File: src/rtl/branch_comp_iter.sv
// Multi-cycle branch comparator: compares CHUNK_W bits per cycle, MSB chunk first,
// behind a valid/ready handshake on both the request and the result side.
module branch_comp_iter #(
    parameter int DATA_W     = 32,
    parameter int CHUNK_W    = 8,
    parameter int EARLY_EXIT = 1
) (
    input  logic              i_clk,
    input  logic              i_rst,
    input  logic              i_valid,
    output logic              o_ready,
    input  logic [DATA_W-1:0] i_rs1_data,
    input  logic [DATA_W-1:0] i_rs2_data,
    input  logic              i_br_un,
    output logic              o_valid,
    input  logic              i_ready,
    output logic              o_br_eq,
    output logic              o_br_lt
);
    localparam int NCHUNK = DATA_W / CHUNK_W;
    localparam int CNT_W  = (NCHUNK > 1) ? $clog2(NCHUNK) : 1;
    localparam logic [DATA_W-1:0] SIGN_BIT = {1'b1, {(DATA_W-1){1'b0}}};

    generate
        if (DATA_W % CHUNK_W != 0) begin : g_bad_chunk
            $error("branch_comp_iter: DATA_W must be a multiple of CHUNK_W");
        end
    endgenerate

    typedef enum logic [1:0] {IDLE, CMP, DONE} state_t;

    state_t             state, state_nxt;
    logic [DATA_W-1:0]  a_q, b_q;
    logic [CNT_W-1:0]   cnt;
    logic               eq_q, lt_q;
    logic [CHUNK_W-1:0] a_chk, b_chk;
    logic [31:0]        sel;
    logic               accept, chk_ne, last;

    assign accept = i_valid && o_ready;

    always_comb begin
        sel    = 32'(NCHUNK - 1) - 32'(cnt);
        a_chk  = a_q[sel*CHUNK_W +: CHUNK_W];
        b_chk  = b_q[sel*CHUNK_W +: CHUNK_W];
        chk_ne = (a_chk != b_chk);
        last   = (cnt == CNT_W'(NCHUNK - 1));
    end

    always_ff @(posedge i_clk) begin
        if (i_rst) state <= IDLE;
        else       state <= state_nxt;
    end

    always_comb begin
        state_nxt = state;
        case (state)
            IDLE: if (accept) state_nxt = CMP;
            CMP:  if (last || (EARLY_EXIT != 0 && chk_ne)) state_nxt = DONE;
            DONE: if (i_ready) state_nxt = IDLE;
            default: state_nxt = IDLE;
        endcase
    end

    always_comb begin
        o_ready = (state == IDLE);
        o_valid = (state == DONE);
        o_br_eq = eq_q;
        o_br_lt = lt_q;
    end

    // Signed compare becomes unsigned by flipping the sign bit of both operands at capture.
    always_ff @(posedge i_clk) begin
        if (i_rst) begin
            a_q  <= '0;
            b_q  <= '0;
            cnt  <= '0;
            eq_q <= 1'b0;
            lt_q <= 1'b0;
        end else if (accept) begin
            a_q  <= i_rs1_data ^ (i_br_un ? '0 : SIGN_BIT);
            b_q  <= i_rs2_data ^ (i_br_un ? '0 : SIGN_BIT);
            cnt  <= '0;
            eq_q <= 1'b1;
            lt_q <= 1'b0;
        end else if (state == CMP) begin
            if (!last) cnt <= cnt + 1'b1;
            // Only the most significant differing chunk decides the ordering.
            if (eq_q && chk_ne) begin
                eq_q <= 1'b0;
                lt_q <= (a_chk < b_chk);
            end
        end
    end
endmodule

File: config.mk
export PLATFORM = sky130hd
export DESIGN_NAME = branch_comp_iter
export DESIGN_NICKNAME = d
export VERILOG_FILES = /design/src/rtl/branch_comp_iter.sv
export SDC_FILE = /design/constraint.sdc
export NUM_CORES = 1
export LEC_CHECK = 0
export ABC_AREA = 0
export ABC_CLOCK_PERIOD_IN_PS = 5510
export CAP_MARGIN = 10
export CORE_ASPECT_RATIO = 0.7
export CORE_MARGIN = 3
export CORE_UTILIZATION = 53
export CTS_CLUSTER_SIZE = 8
export DETAILED_ROUTE_END_ITERATION = 8
export PLACE_DENSITY = 0.9
export RECOVER_POWER = 50
export SLEW_MARGIN = 5
export SYNTH_ARGS = -nofsm -noshare
export SYNTH_HDL_FRONTEND = slang
export SYNTH_SLANG_ARGS = --single-unit
File: constraint.sdc
create_clock -name i_clk -period 5.51 [get_ports i_clk]
set_clock_uncertainty 0.2 [all_clocks]
set_input_delay 0.551 -clock i_clk [delete_from_list [all_inputs] [get_ports i_clk]]
set_output_delay 0.551 -clock i_clk [all_outputs]
set_load 0.02 [all_outputs]
Word-level counts from Yosys, hierarchy flattened:

Index checks and enable logic that the tools add are counted.

* output and inout port bits: 4
* register bits: 70
* bits of input ports: 69
* word-level logic and storage cells: 40

* eq/ne operators: 7
* reductions and logical operators: 11
* bitwise operators: 3
* shift-type cells: 2
* muxes and demuxes: 8
* $add $sub $neg: 2
* magnitude comparators: 1

Operators with widths (count)
* 32-bit by 33-bit variable part select with 8-bit output: 2
* 32-bit XOR: 2
* 32-bit two-way mux: 1
* 8-bit < comparator: 1
* 8-bit != test: 1
* 2-bit two-way mux: 3
* 2-bit one-hot mux with 3 select lines: 1
* 2-bit AND reduction: 3
* 2-bit == test, second input constant: 2
* 2-bit by 1-bit != test with 1-bit output, second input constant: 2
* 2-bit nonzero test: 2
* 1-bit two-way mux: 3
* 3-bit AND reduction: 1
* 2-bit by 2-bit subtractor with 3-bit output, first input constant: 1
* 2-bit by 1-bit adder with 2-bit output, second input constant: 1
* 2-bit by 1-bit == test with 1-bit output, second input constant: 1
* 1-bit logical AND: 2
* 2-bit zero test: 1
* 2-bit != test, second input constant: 1
* 2-bit OR reduction: 1
* 1-bit logical OR: 1
* 1-bit NOT: 1

Longest topological paths before layout:

Gate-level depths: netlist (run 1).

* word-level depth: 7
* gate-level depth with buffers: 10

Worst setup path after synthesis (run 1):

OpenSTA, ideal clock, no wires.

* kind: reg2reg
* start point: register cnt[0]
* end point: register lt_q, in the netlist o_br_lt
* cell stages (with the launch flop): 10
* data arrival time: 2.432 ns
* clock period less this slack: 2.711 ns
* required time: 5.230 ns
* setup slack: 2.799 ns
* setup time: 0.080 ns
* cell sequence: dfxtp_1 -> buf_2 -> buf_4 -> mux4_2 -> ha_1 -> nand4_1 -> or2_2 -> nand3_2 -> or3_1 -> a211oi_2

* cells in the longest elaborated chain, start to end: 5

RTL lines
* from (decl): line 34 `logic [CNT_W-1:0] cnt;`
* from (signal assigned): line 87 `if (!last) cnt <= cnt + 1'b1;`
* 2-bit by 2-bit subtractor with 3-bit output *: line 43 `sel = 32'(NCHUNK - 1) - 32'(cnt);`
* branches (longest 4 deep; another with 8-bit < comparator)
* to (signal assigned): line 91 `lt_q <= (a_chk < b_chk);`
* to (decl): line 35 `logic eq_q, lt_q;`

Every way passes the cells marked *.
A chain may end at the register's enable or synchronous reset.

Final worst setup path (run 1):

* start point: input i_valid
* end point: register b_q[0]

* cells in the longest elaborated chain, start to end: 1

RTL lines
* from (decl): line 10 `input logic i_valid,`
* 1-bit logical AND: line 40 `assign accept = i_valid && o_ready;`
* to (signal assigned): line 82 `b_q <= i_rs2_data ^ (i_br_un ? '0 : SIGN_BIT);`
* to (decl): line 33 `logic [DATA_W-1:0] a_q, b_q;`

Every way passes these cells.

==> flow_summary.json, run 1 <==
{
  "outcome": "complete, but fails checks",
  "violations": "capacitance limit, slew limit",
  "cts_tree": "built",
  "fin_total_pwr_mw": 1.15,
  "ys_ff_latch": 70,
  "netlist_top_cells_area": "sky130_fd_sc_hd__dfxtp_1, sky130_fd_sc_hd__nand2_1, sky130_fd_sc_hd__mux4_2",
  "layout-drive-gt1-share": 0.0815,
  "routed-via-count": 2657,
  "cts_buffer_depth": 2,
  "crit_type": "in2reg",
  "synthDistinctLibCells": 29,
  "timing.critical_path.buf_inv": 1,
  "clock_sink_count": 70,
  "cts_max_level": 3,
  "design.core.area_sq_um": 5420,
  "power-per-cell-area_nw_per_um2": 297,
  "cts_buffers": 9,
  "start_util": 0.565,
  "antenna_cells": 0,
  "postSynth.topFlopCell": "sky130_fd_sc_hd__dfxtp_1",
  "post_cts_repair_timing_setup_buffer_count": 0,
  "route.detailed.drc": 0,
  "die_width_um": 96.9,
  "setup_total_negative_slack_ns": 0,
  "post-synth-top-count-cell": "sky130_fd_sc_hd__nand2_1",
  "grt_use_total": 0.231,
  "synthDominantAreaCellType": "sky130_fd_sc_hd__dfxtp_1",
  "worstSetupStartpointType": "primary input",
  "design.die.area_sq_um": 6740,
  "vias_in_the_first_global_route": 2713,
  "route.detailed.vias_per_inst": 5.43,
  "fp.dieH_um": 69.6,
  "clkTransAtPathRegs_ns": 0.07,
  "fill_cells": 438,
  "row_count": 22,
  "yosysWarningCount": 0,
  "post_cts_hold_buffers": 0,
  "total_leakage_power_nw": 1.43,
  "timing.final.crit_period_ns": 3.92,
  "cp_cell_sequence": "dlygate4sd3_1, and2_0, nand2_1, a21oi_1",
  "antenna_left": 0,
  "io-pin-count": 73,
  "min_path_type": "reg2reg",
  "crit_path_top_delay_cell": "sky130_fd_sc_hd__and2_0",
  "arrival_time_of_the_worst_setup_path_ns": 4.00,
  "synthCells": 356,
  "finalCoreUtilization": 0.716,
  "final_min_period_over_clock_period": 0.712,
  "synth_sequential_area_ratio": 0.457,
  "detailedRoute.firstPassIterationCount": 5,
  "slew_viol_final": 69,
  "antenna_found_initial": 0,
  "number_of_port_buffers": 72,
  "post_synthesis_cell_area_sq_um": 3060,
  "worstMarginPinSlew_ns": 3.10,
  "worst-r2r-setup-slack_ns": 1.90,
  "maxcap_violations": 1,
  "synth.top_cells.by_count": "sky130_fd_sc_hd__nand2_1, sky130_fd_sc_hd__a21oi_1, sky130_fd_sc_hd__dfxtp_1",
  "postCtsResizedCells": 0,
  "grt_max_degree": 71,
  "vdd.ir_drop.worst_mv": 0.152,
  "gr-total-overflow": 0,
  "synth_edf_count": 0,
  "cp-end-kind": "register",
  "insertion_delay_ns": 0.35,
  "worst_path_fanout_max": 68,
  "postSynth.asyncResetShare": 0,
  "dpl.hpwl_mm": 5.19,
  "netlist.area_leader.share": 0.457,
  "unrepaired_setup_endpoints_after_global_routing": "no",
  "postLayoutCellArea_sq_um": 3880,
  "post_dp_cell_area_sq_um": 3740,
  "routedWlPerCell_um": 15.2,
  "report.final.setup_viol": 0,
  "grt_first_pass_wirelength_mm": 12.4,
  "maximum_frequency_from_static_timing_analysis_ghz": 0.255,
  "worst_ep_required_time_ns": 5.58,
  "path_delay_family": "simple AND/OR/NAND/NOR gates",
  "max-slew-margin-rel": -1.07,
  "synthToLayoutAreaGrowth_pct": 26.8,
  "syn_area_per_cell_sq_um": 8.61,
  "postRouteWirelength_mm": 7.44,
  "clock_root_buffer": "sky130_fd_sc_hd__clkbuf_8",
  "hold_ws_ns": 0.255,
  "design.final.nets": 491,
  "timing.final.hold_violations": 0,
  "critPathMaxStageDelay_ns": 2.28,
  "gp_congestion": 0.861,
  "detailedRoute.firstIterationViolations": 150,
  "syn_nets": 434
}
[final timing paths]
kind,from,to,depth (start not counted)
setup / recovery,i_valid,b_q[0],4
hold reg to reg,a_q[14],a_q[14],2
hold / removal,a_q[14],a_q[14],2
setup reg to reg,state[1],b_q[0],4
[kinds of logic (layout without fill, tap and decap cells)]
logic type	count (synthesis)	after routing	share of synthesized area
and+or+nand+nor	148	148	0.196
AOI/OAI and AO/OA	74	74	0.124
DFF	70	70	0.457
buffers and inverters	34	95	0.0535
muxes	18	18	0.124
adders and majority gates	9	9	0.0368
xor gates and xnor gates	3	3	0.00858
[worst min-delay path, stage by stage (launching register included)]
cell and delay (ns):
sky130_fd_sc_hd__dfxtp_1 0.31, sky130_fd_sc_hd__nand2_1 0.05, sky130_fd_sc_hd__a21oi_1 0.05
[layer usage]
metal,global-route usage,wire (um)
met1,0.279,3190
met3,0.108,523
met5,0,0
met2,0.365,3570
met4,0.0748,164
[through the flow]
| step | setup slack [ns] | cells |
|---|---|---|
| after floorplan | 2.80 | 356 |
| after global placement | 2.47 | 474 |
| after detailed placement | 2.28 | 474 |
| after CTS | 2.24 | 489 |
| after global routing | 1.17 | 489 |
| final | 1.59 | 489 |
[registers in the layout, summed over array words and instances (netlist names)]
| signal | count |
|---|---|
| a_q | 32 |
| o_br_lt | 1 |
| cnt | 2 |
| state | 2 |
| b_q | 32 |
| o_br_eq | 1 |
[final cells by class]
class / instances / area (sq um) / share of cell area
Sequential cell: 70 / 1400 / 0.361
Clock inverter: 2 / 10.0 / 0.00258
Multi-Input combinational cell: 252 / 1500 / 0.386
Timing Repair Buffer: 72 / 716 / 0.184
Tap cell: 72 / 90.1 / 0.0232
Clock buffer: 13 / 139 / 0.0357
Inverter: 8 / 30.0 / 0.00773
[cell usage in the layout (no fill, tap or decap), types with 3 or more instances in the layout]
cell / synthesis / final
sky130_fd_sc_hd__clkdlybuf4s50_1: 0 / 66
sky130_fd_sc_hd__a21oi_1: 70 / 70
sky130_fd_sc_hd__mux4_2: 16 / 16
sky130_fd_sc_hd__nor3_1: 3 / 3
sky130_fd_sc_hd__dfxtp_1: 70 / 70
sky130_fd_sc_hd__clkbuf_1: 9 / 4
sky130_fd_sc_hd__inv_1: 8 / 8
sky130_fd_sc_hd__dlygate4sd3_1: 0 / 5
sky130_fd_sc_hd__ha_1: 9 / 9
sky130_fd_sc_hd__nand2_1: 130 / 130
sky130_fd_sc_hd__xnor2_1: 3 / 3
sky130_fd_sc_hd__clkbuf_8: 0 / 9
[where the power goes]
group	switching (mW)	internal (mW)
Combinational	0.118	0.121
Sequential	0.0320	0.548
Clock	0.175	0.160
No activity file was read; power rests on OpenSTA's default activity.
==> run 2: changes to the inputs <==
Settings changed: ABC_CLOCK_PERIOD_IN_PS 5510 to 3710, CORE_UTILIZATION 53 to 49, PLACE_DENSITY 0.9 to 0.85.
Clock period 5.51 ns to 3.71 ns, I/O delays scaled along.
==> run 2 against run 1 <==
  * The run still ends with capacitance limit, slew limit left
  * Cell area increased by 2.8%
  * First-iteration DRC count down 8.0%
  * Global-route usage down 1.5 points
  * Critical path depth is 4 higher
  * Utilization is 3.6 points lower
  * Sequential share of layout area fell by 0.98 points
  * Largest cell class unchanged
==> flow_summary.json, run 2 (synthesis gave the netlist of run 1 again) <==
{
  "cp_cell_sequence": "buf_4, mux4_2, ha_1, nand4_1, or2_2, nand3_2, or3_1, a211oi_2",
  "antenna_left": 0,
  "top_usage_layer_grt": "met2",
  "max-slew-margin-rel": -0.335,
  "timing.reg2reg.worst_path_depth": 8,
  "met1_usage": 0.286,
  "highest_count_cells_in_the_layout_ignoring_fill_and_taps": "sky130_fd_sc_hd__nand2_1, sky130_fd_sc_hd__a21oi_1, sky130_fd_sc_hd__dfxtp_1",
  "timing.critical_path.to": "o_br_lt",
  "gr-total-overflow": 0,
  "ff_latch_area_sq_um": 1400,
  "crit-reg2reg-launch": "cnt[1]",
  "timing.critical_path.from": "cnt[1]",
  "post_cts_hold_buffers": 0,
  "worst_path_fanout_max": 11,
  "most_common_cell_after_layout_fill_and_taps_aside": "sky130_fd_sc_hd__nand2_1",
  "multi_input_comb_area_sq_um": 1500,
  "arrival_time_of_the_worst_setup_path_ns": 3.03,
  "fp.dieH_um": 72.2,
  "clock_sink_count": 70,
  "routedWlPerCell_um": 15.1,
  "unrepaired_setup_endpoints_after_global_routing": "no",
  "detailedRoute.firstPassIterationCount": 4,
  "timing.critical_path.buf_inv": 1,
  "outcome": "complete, but fails checks",
  "total_leakage_power_nw": 1.49,
  "postLayoutCellArea_sq_um": 3990,
  "clkTransAtPathRegs_ns": 0.07,
  "path_depth": 8,
  "grt_max_degree": 71,
  "worstMarginPinSlew_ns": 2.00,
  "die_width_um": 101,
  "start_util": 0.522,
  "design.die.area_sq_um": 7250,
  "path_delay_family": "simple AND/OR/NAND/NOR gates",
  "gp_congestion": 0.907,
  "power-per-cell-area_nw_per_um2": 479,
  "insertion_delay_ns": 0.34,
  "antenna_found_initial": 0,
  "grt_first_pass_wirelength_mm": 12.2,
  "design.final.nets": 494,
  "report.final.setup_viol": 0,
  "cts_max_level": 3,
  "antenna_cells": 0,
  "setup_total_negative_slack_ns": 0,
  "route.detailed.drc": 0,
  "route.detailed.vias_per_inst": 5.25,
  "min_path_type": "reg2reg",
  "cts_buffer_depth": 2,
  "design.core.area_sq_um": 5870,
  "grt_use_total": 0.216,
  "fill_cells": 473,
  "io-pin-count": 73,
  "postRouteWirelength_mm": 7.47,
  "cp-end-kind": "register",
  "dpl.hpwl_mm": 5.35,
  "detailedRoute.firstIterationViolations": 138,
  "vias_in_the_first_global_route": 2542,
  "violations": "capacitance limit, slew limit",
  "reg2reg_to": "o_br_lt",
  "synthToLayoutAreaGrowth_pct": 30.3,
  "slew_viol_final": 66,
  "maximum_frequency_from_static_timing_analysis_ghz": 0.337,
  "cts_buffers": 9,
  "hold_ws_ns": 0.253,
  "met2_usage": 0.339,
  "worstSetupStartpointType": "register",
  "routed-via-count": 2602,
  "critPathMaxStageDelay_ns": 0.58,
  "worst_ep_required_time_ns": 3.77,
  "timing.final.crit_period_ns": 2.97,
  "crit_path_top_delay_cell": "sky130_fd_sc_hd__dfxtp_1",
  "vdd.ir_drop.worst_mv": 0.227,
  "gr-usage-met3": 0.0797,
  "clock_root_buffer": "sky130_fd_sc_hd__clkbuf_8",
  "layout-drive-gt1-share": 0.0950,
  "crit_type": "reg2reg",
  "top_regs": "a_q (32), b_q (32)",
  "maxcap_violations": 1,
  "row_count": 23,
  "post_dp_cell_area_sq_um": 3760,
  "final_min_period_over_clock_period": 0.800,
  "worst-r2r-setup-slack_ns": 0.74,
  "number_of_port_buffers": 72,
  "cts_tree": "built",
  "timing.final.hold_violations": 0,
  "post_cts_repair_timing_setup_buffer_count": 0,
  "postCtsResizedCells": 0
}
-- run 2: cell type report --
class / count / share of cell area
multi-input cells: 252 / 0.375
flip-flops and latches: 70 / 0.351
repair buffers: 75 / 0.185
clock buffers: 13 / 0.0423
well taps: 75 / 0.0235
clock inverters: 3 / 0.0163
inverters: 8 / 0.00752
-- run 2: power by group --
part,leakage [nW],switching (mW),internal [mW]
registers,0.575,0.0406,0.814
clock network,0.120,0.269,0.433
logic,0.791,0.179,0.177
-- run 2: tightest hold or removal path, stage by stage (launching register included) --
cell	delay, ns
sky130_fd_sc_hd__dfxtp_1	0.31
sky130_fd_sc_hd__nand2_1	0.05
sky130_fd_sc_hd__a21oi_1	0.05
-- run 2: worst min path at each step --
stage / endpoint / depth (start not counted) / from
final: b_q[19] / 2 / b_q[19]
after floorplan: a_q[31] / 2 / a_q[31]
after CTS: b_q[19] / 2 / b_q[19]
after detailed placement: b_q[19] / 2 / b_q[19]
after global placement: b_q[26] / 2 / b_q[26]
after global routing: b_q[31] / 2 / b_q[31]
-- run 2: metrics by stage --
stage	util	setup slack [ns]	power, mW	instances
6_report	0.680	0.744	1.91	496
5_1_grt	0.680	0.564	2.00	496
3_3_place_gp	0.641	0.894	1.21	480
2_1_floorplan	-	0.999	1.09	356
4_1_cts	0.681	0.747	1.92	496
3_5_place_dp	0.641	0.792	1.22	480
-- run 2: metal layers --
metal | vias to the layer above | share of wire | routed length, um
met5 | - | 0 | 0
li1 | 1309 | - | -
met4 | 0 | 0.010 | 78
met1 | 1194 | 0.44 | 3310
met3 | 11 | 0.083 | 617
met2 | 88 | 0.46 | 3460
==> edit 1: new RTL, flow settings as in run 2 <==
Make the reset (`i_rst`) asynchronous in 2 clocked blocks.
--- a/src/rtl/branch_comp_iter.sv
+++ b/src/rtl/branch_comp_iter.sv
@@ -49,3 +49,3 @@
 
-    always_ff @(posedge i_clk) begin
+    always_ff @(posedge i_clk or posedge i_rst) begin
         if (i_rst) state <= IDLE;
@@ -72,3 +72,3 @@
     // Signed compare becomes unsigned by flipping the sign bit of both operands at capture.
-    always_ff @(posedge i_clk) begin
+    always_ff @(posedge i_clk or posedge i_rst) begin
         if (i_rst) begin
Behaviour: differs if i_rst is asserted again (counterexample within 4 cycles, from zero or initial values and one cycle with i_rst high); with i_rst held inactive, the same outputs for 10 cycles.
==> edit 1 against run 2 <==
Area after synthesis increased by 9.4%. Utilization decreased by 2.0 points. Synthesized cell count fell by 2.5%. Via count shrank 0.42%. Hold slack improved by 0.017 ns. First-iteration DRC count is 37% higher. Worst setup slack improved by 0.25 ns. Wire length hardly changed. Sequential cell count unchanged. Design area up 6.3%.
Power is not compared: it rests on default switching activity, and its combinational part moved more than twofold at a synthesized area within 25%.
==> edit 1: results <==
set metrics [dict create \
    cp_top_family "flip-flops" \
    grtUsageMet1 0.270 \
    tightest_slew_ns 1.40 \
    first_global_vias 2568 \
    dr_wl_met3_um 537 \
    endpoint "o_br_lt" \
    grt_util_all_layers 0.205 \
    worstHoldStart "a_q[0]" \
    place.gp.congestion 0.866 \
    hp-class "reg2reg" \
    status "completed" \
    syn_avg_cell_area_um2 9.66 \
    hold_ws_ns 0.270 \
    yosysUniqueCellTypes 30 \
    wl_met1_um 3170 \
    grt_max_degree 69 \
    dr.pass1.iters 6 \
    clk_pin_slew_ns 0.07 \
    drt-initial-drc-count 189 \
    whs_endpoint "a_q[0]" \
    ir_drop_mv 0.349 \
    synth_area_leaders "dfrtp_1 (52%), nand2_1 (21%), mux4_2 (11%)" \
    io_buffers 72 \
    post_cts_resized 0 \
    cp_max_fo 19 \
    synth_nets 425 \
    cp.arrival_ns 2.79 \
    drive_gt1_frac 0.0788 \
    slowest_delay_ns 0.85 \
    yosysSeqAreaShare 0.522 \
    setup_ws_ns 0.996 \
    synthArstFlopShare 1.00 \
    powerDensity_nw_per_um2 798 \
    reg2reg_from "cnt[1]" \
    stdcell_count 510 \
    post-synth-top-area-fraction 0.522 \
    grt_pass1_wl_um 12300 \
    crit_path_top_delay_cell "dfrtp_1" \
    via_per_inst 5.08 \
    place_area_um2 4050 \
    dp.cells 494 \
    p_leak_nw 2.08 \
    dp_hpwl_um 5490 \
    grtUsageMet3 0.0600 \
    grt_use_met2 0.333 \
    swShare 0.368 \
    wl_met2_um 3630 \
    r2r_cells 6 \
    worstSetupStartpoint "cnt[1]" \
    synth_commonest_cells "nand2_1 (191), dfrtp_1 (70), mux4_2 (16), inv_1 (11), ha_1 (9)" \
    route.detailed.wl_per_inst_um 14.6 \
]
edit 1: changes by cell type after synthesis, sizes merged, moves of 5 or more:
cell / before / now
dfrtp: 0 / 70
dfxtp: 70 / 0
a21oi: 70 / 2
nand2: 131 / 192
clkbuf: 9 / 4
edit 1: cell type report:
class,instances,area [µm²]
clock buffers,12,145
clock inverters,3,45.0
flip-flops and latches,70,1750
repair buffers,76,756
fillers,527,2180
well taps,91,114
inverters,11,41.3
multi-input cells,247,1390
edit 1: kinds of logic (layout without fill, tap and decap cells):
family | count (synthesis) | in the layout | synth area share
AND/OR/NAND/NOR | 204 | 204 | 0.236
flip-flops | 70 | 70 | 0.522
buffers and inverters | 30 | 102 | 0.0601
XOR/XNOR | 2 | 2 | 0.00522
adder cells (fa/ha/maj) | 9 | 9 | 0.0336
AO/OA/AOI/OAI | 14 | 14 | 0.0280
multiplexers | 18 | 18 | 0.115
==> edit 2: new RTL, config.mk and constraints of run 2 <==
Without the edit above. Set the parameter `CHUNK_W` to 16 (it was 8).
--- a/src/rtl/branch_comp_iter.sv
+++ b/src/rtl/branch_comp_iter.sv
@@ -4,3 +4,3 @@
     parameter int DATA_W     = 32,
-    parameter int CHUNK_W    = 8,
+    parameter int CHUNK_W    = 16,
     parameter int EARLY_EXIT = 1
Behaviour: not the same (a bounded check fails within 4 cycles, from zero or initial values and one cycle with i_rst high).
==> edit 2 against run 2 <==
The flow still finishes with violations (max-capacitance violations, max-slew violations). Register-to-register slack better by 0.20 ns. Hold slack improved by 0.0026 ns. Worst setup slack improved by 0.12 ns. Area after synthesis grew 2.4%. Critical path depth is 4 lower. Design area is 1.4% higher. Count of clock-buffer cells in the layout down 2. Largest power group unchanged. Die area increased by 2.2%. Global-route usage fell by 0.41 points. Wire length decreased by 1.5%. Power decreased by 6.4%. Clock power decreased by 8.5%. Sequential cell count decreased by 1.
==> edit 2: results <==
set metrics [dict create \
    fin_nets 524 \
    wl_um 7360 \
    drv_slew 65 \
    r2r_cells 4 \
    drive_gt1_frac 0.0811 \
    num_antenna_cells 0 \
    post_cts_buffers 0 \
    top_regs "a_q: 32 flops, b_q: 32 flops, state: 2 flops" \
    cts_max_level 3 \
    fill_cells 490 \
    antenna_found_initial 0 \
    dr.pass1.iters 4 \
    grt_max_degree 66 \
    dp_hpwl_um 5190 \
    synth_nets 463 \
    p_int_mw 1.33 \
    yosysUniqueCellTypes 32 \
    grt_util_all_layers 0.212 \
    p_leak_nw 1.55 \
    cp.arrival_ns 2.91 \
    cp_max_fo 64 \
    ys_warn_count 0 \
    pwr-share-clk 0.358 \
    via_count 2707 \
    yosysSeqAreaShare 0.440 \
    maxCapViolations 1 \
    grt_pass1_wl_um 12100 \
    slew_headroom -0.329 \
    status "finished, violations left" \
    cts_root_buffer "clkbuf_8" \
    post_cts_resized 0 \
    place_ws_ns 0.989 \
    io_buffers 72 \
    drt-initial-drc-count 89 \
    place.gp.congestion 0.848 \
    hold-path-cell-count 2 \
    synth_commonest_cells "nand2_1 (131), a21oi_1 (73), dfxtp_1 (69), ha_1 (16), mux2i_1 (16)" \
    hp-class "reg2reg" \
    synth_area_leaders "dfxtp_1 (44%), nand2_1 (16%), a21oi_1 (12%)" \
    violations "max-capacitance violations, max-slew violations" \
    pg_seq_uw 822 \
    ir_drop_mv 0.268 \
]
edit 2: path summary, 6_finish.rpt:
check / from / to / slack (ns)
worst max register to register: state[1] / a_q[16] / 0.94
worst min register to register: b_q[16] / b_q[16] / 0.26
worst max-delay path: i_valid / a_q[16] / 0.86
worst min-delay path: b_q[16] / b_q[16] / 0.26
edit 2: final cells by class:
class | instances | area share
multi-input combinational | 282 | 0.400
sequential | 69 | 0.341
timing repair buffer | 75 | 0.182
clock buffer | 11 | 0.0324
tap | 75 | 0.0232
clock inverter | 5 | 0.0185
inverter | 2 | 0.00185
edit 2: cell families after synthesis:
logic type / count (synthesis) / synth area share
compound gates: 81 / 0.135
xor+xnor: 2 / 0.00559
fa+ha+maj: 16 / 0.0638
buf+inv: 27 / 0.0447
flops: 69 / 0.440
mux: 33 / 0.113
simple gates: 150 / 0.197
edit 2: per-stage QoR:
step	power (mW)	instances	instance area (µm²)	hold WS, ns
after floorplan	1.04	378	3140	0.229
after global placement	1.15	503	3840	0.241
after detailed placement	1.16	503	3840	0.246
after CTS	1.80	519	4050	0.256
after global routing	1.89	519	4050	0.276
final	1.79	519	4050	0.255
edit 2: critical path, cell delays in order:
cell	delay (ns)
dlygate4sd3_1	0.60
nand2_1	1.44
nand2_1	0.25
a21oi_1	0.24
edit 2: routing by layer:
| layer | routed length, µm | GRT usage | vias to the layer above |
|---|---|---|---|
| met1 | 3390 | 0.255 | 1213 |
| met4 | 205 | 0.0841 | 0 |
| met3 | 429 | 0.0860 | 22 |
| met2 | 3340 | 0.339 | 78 |
| li1 | - | - | 1394 |
| met5 | 0 | 0 | - |
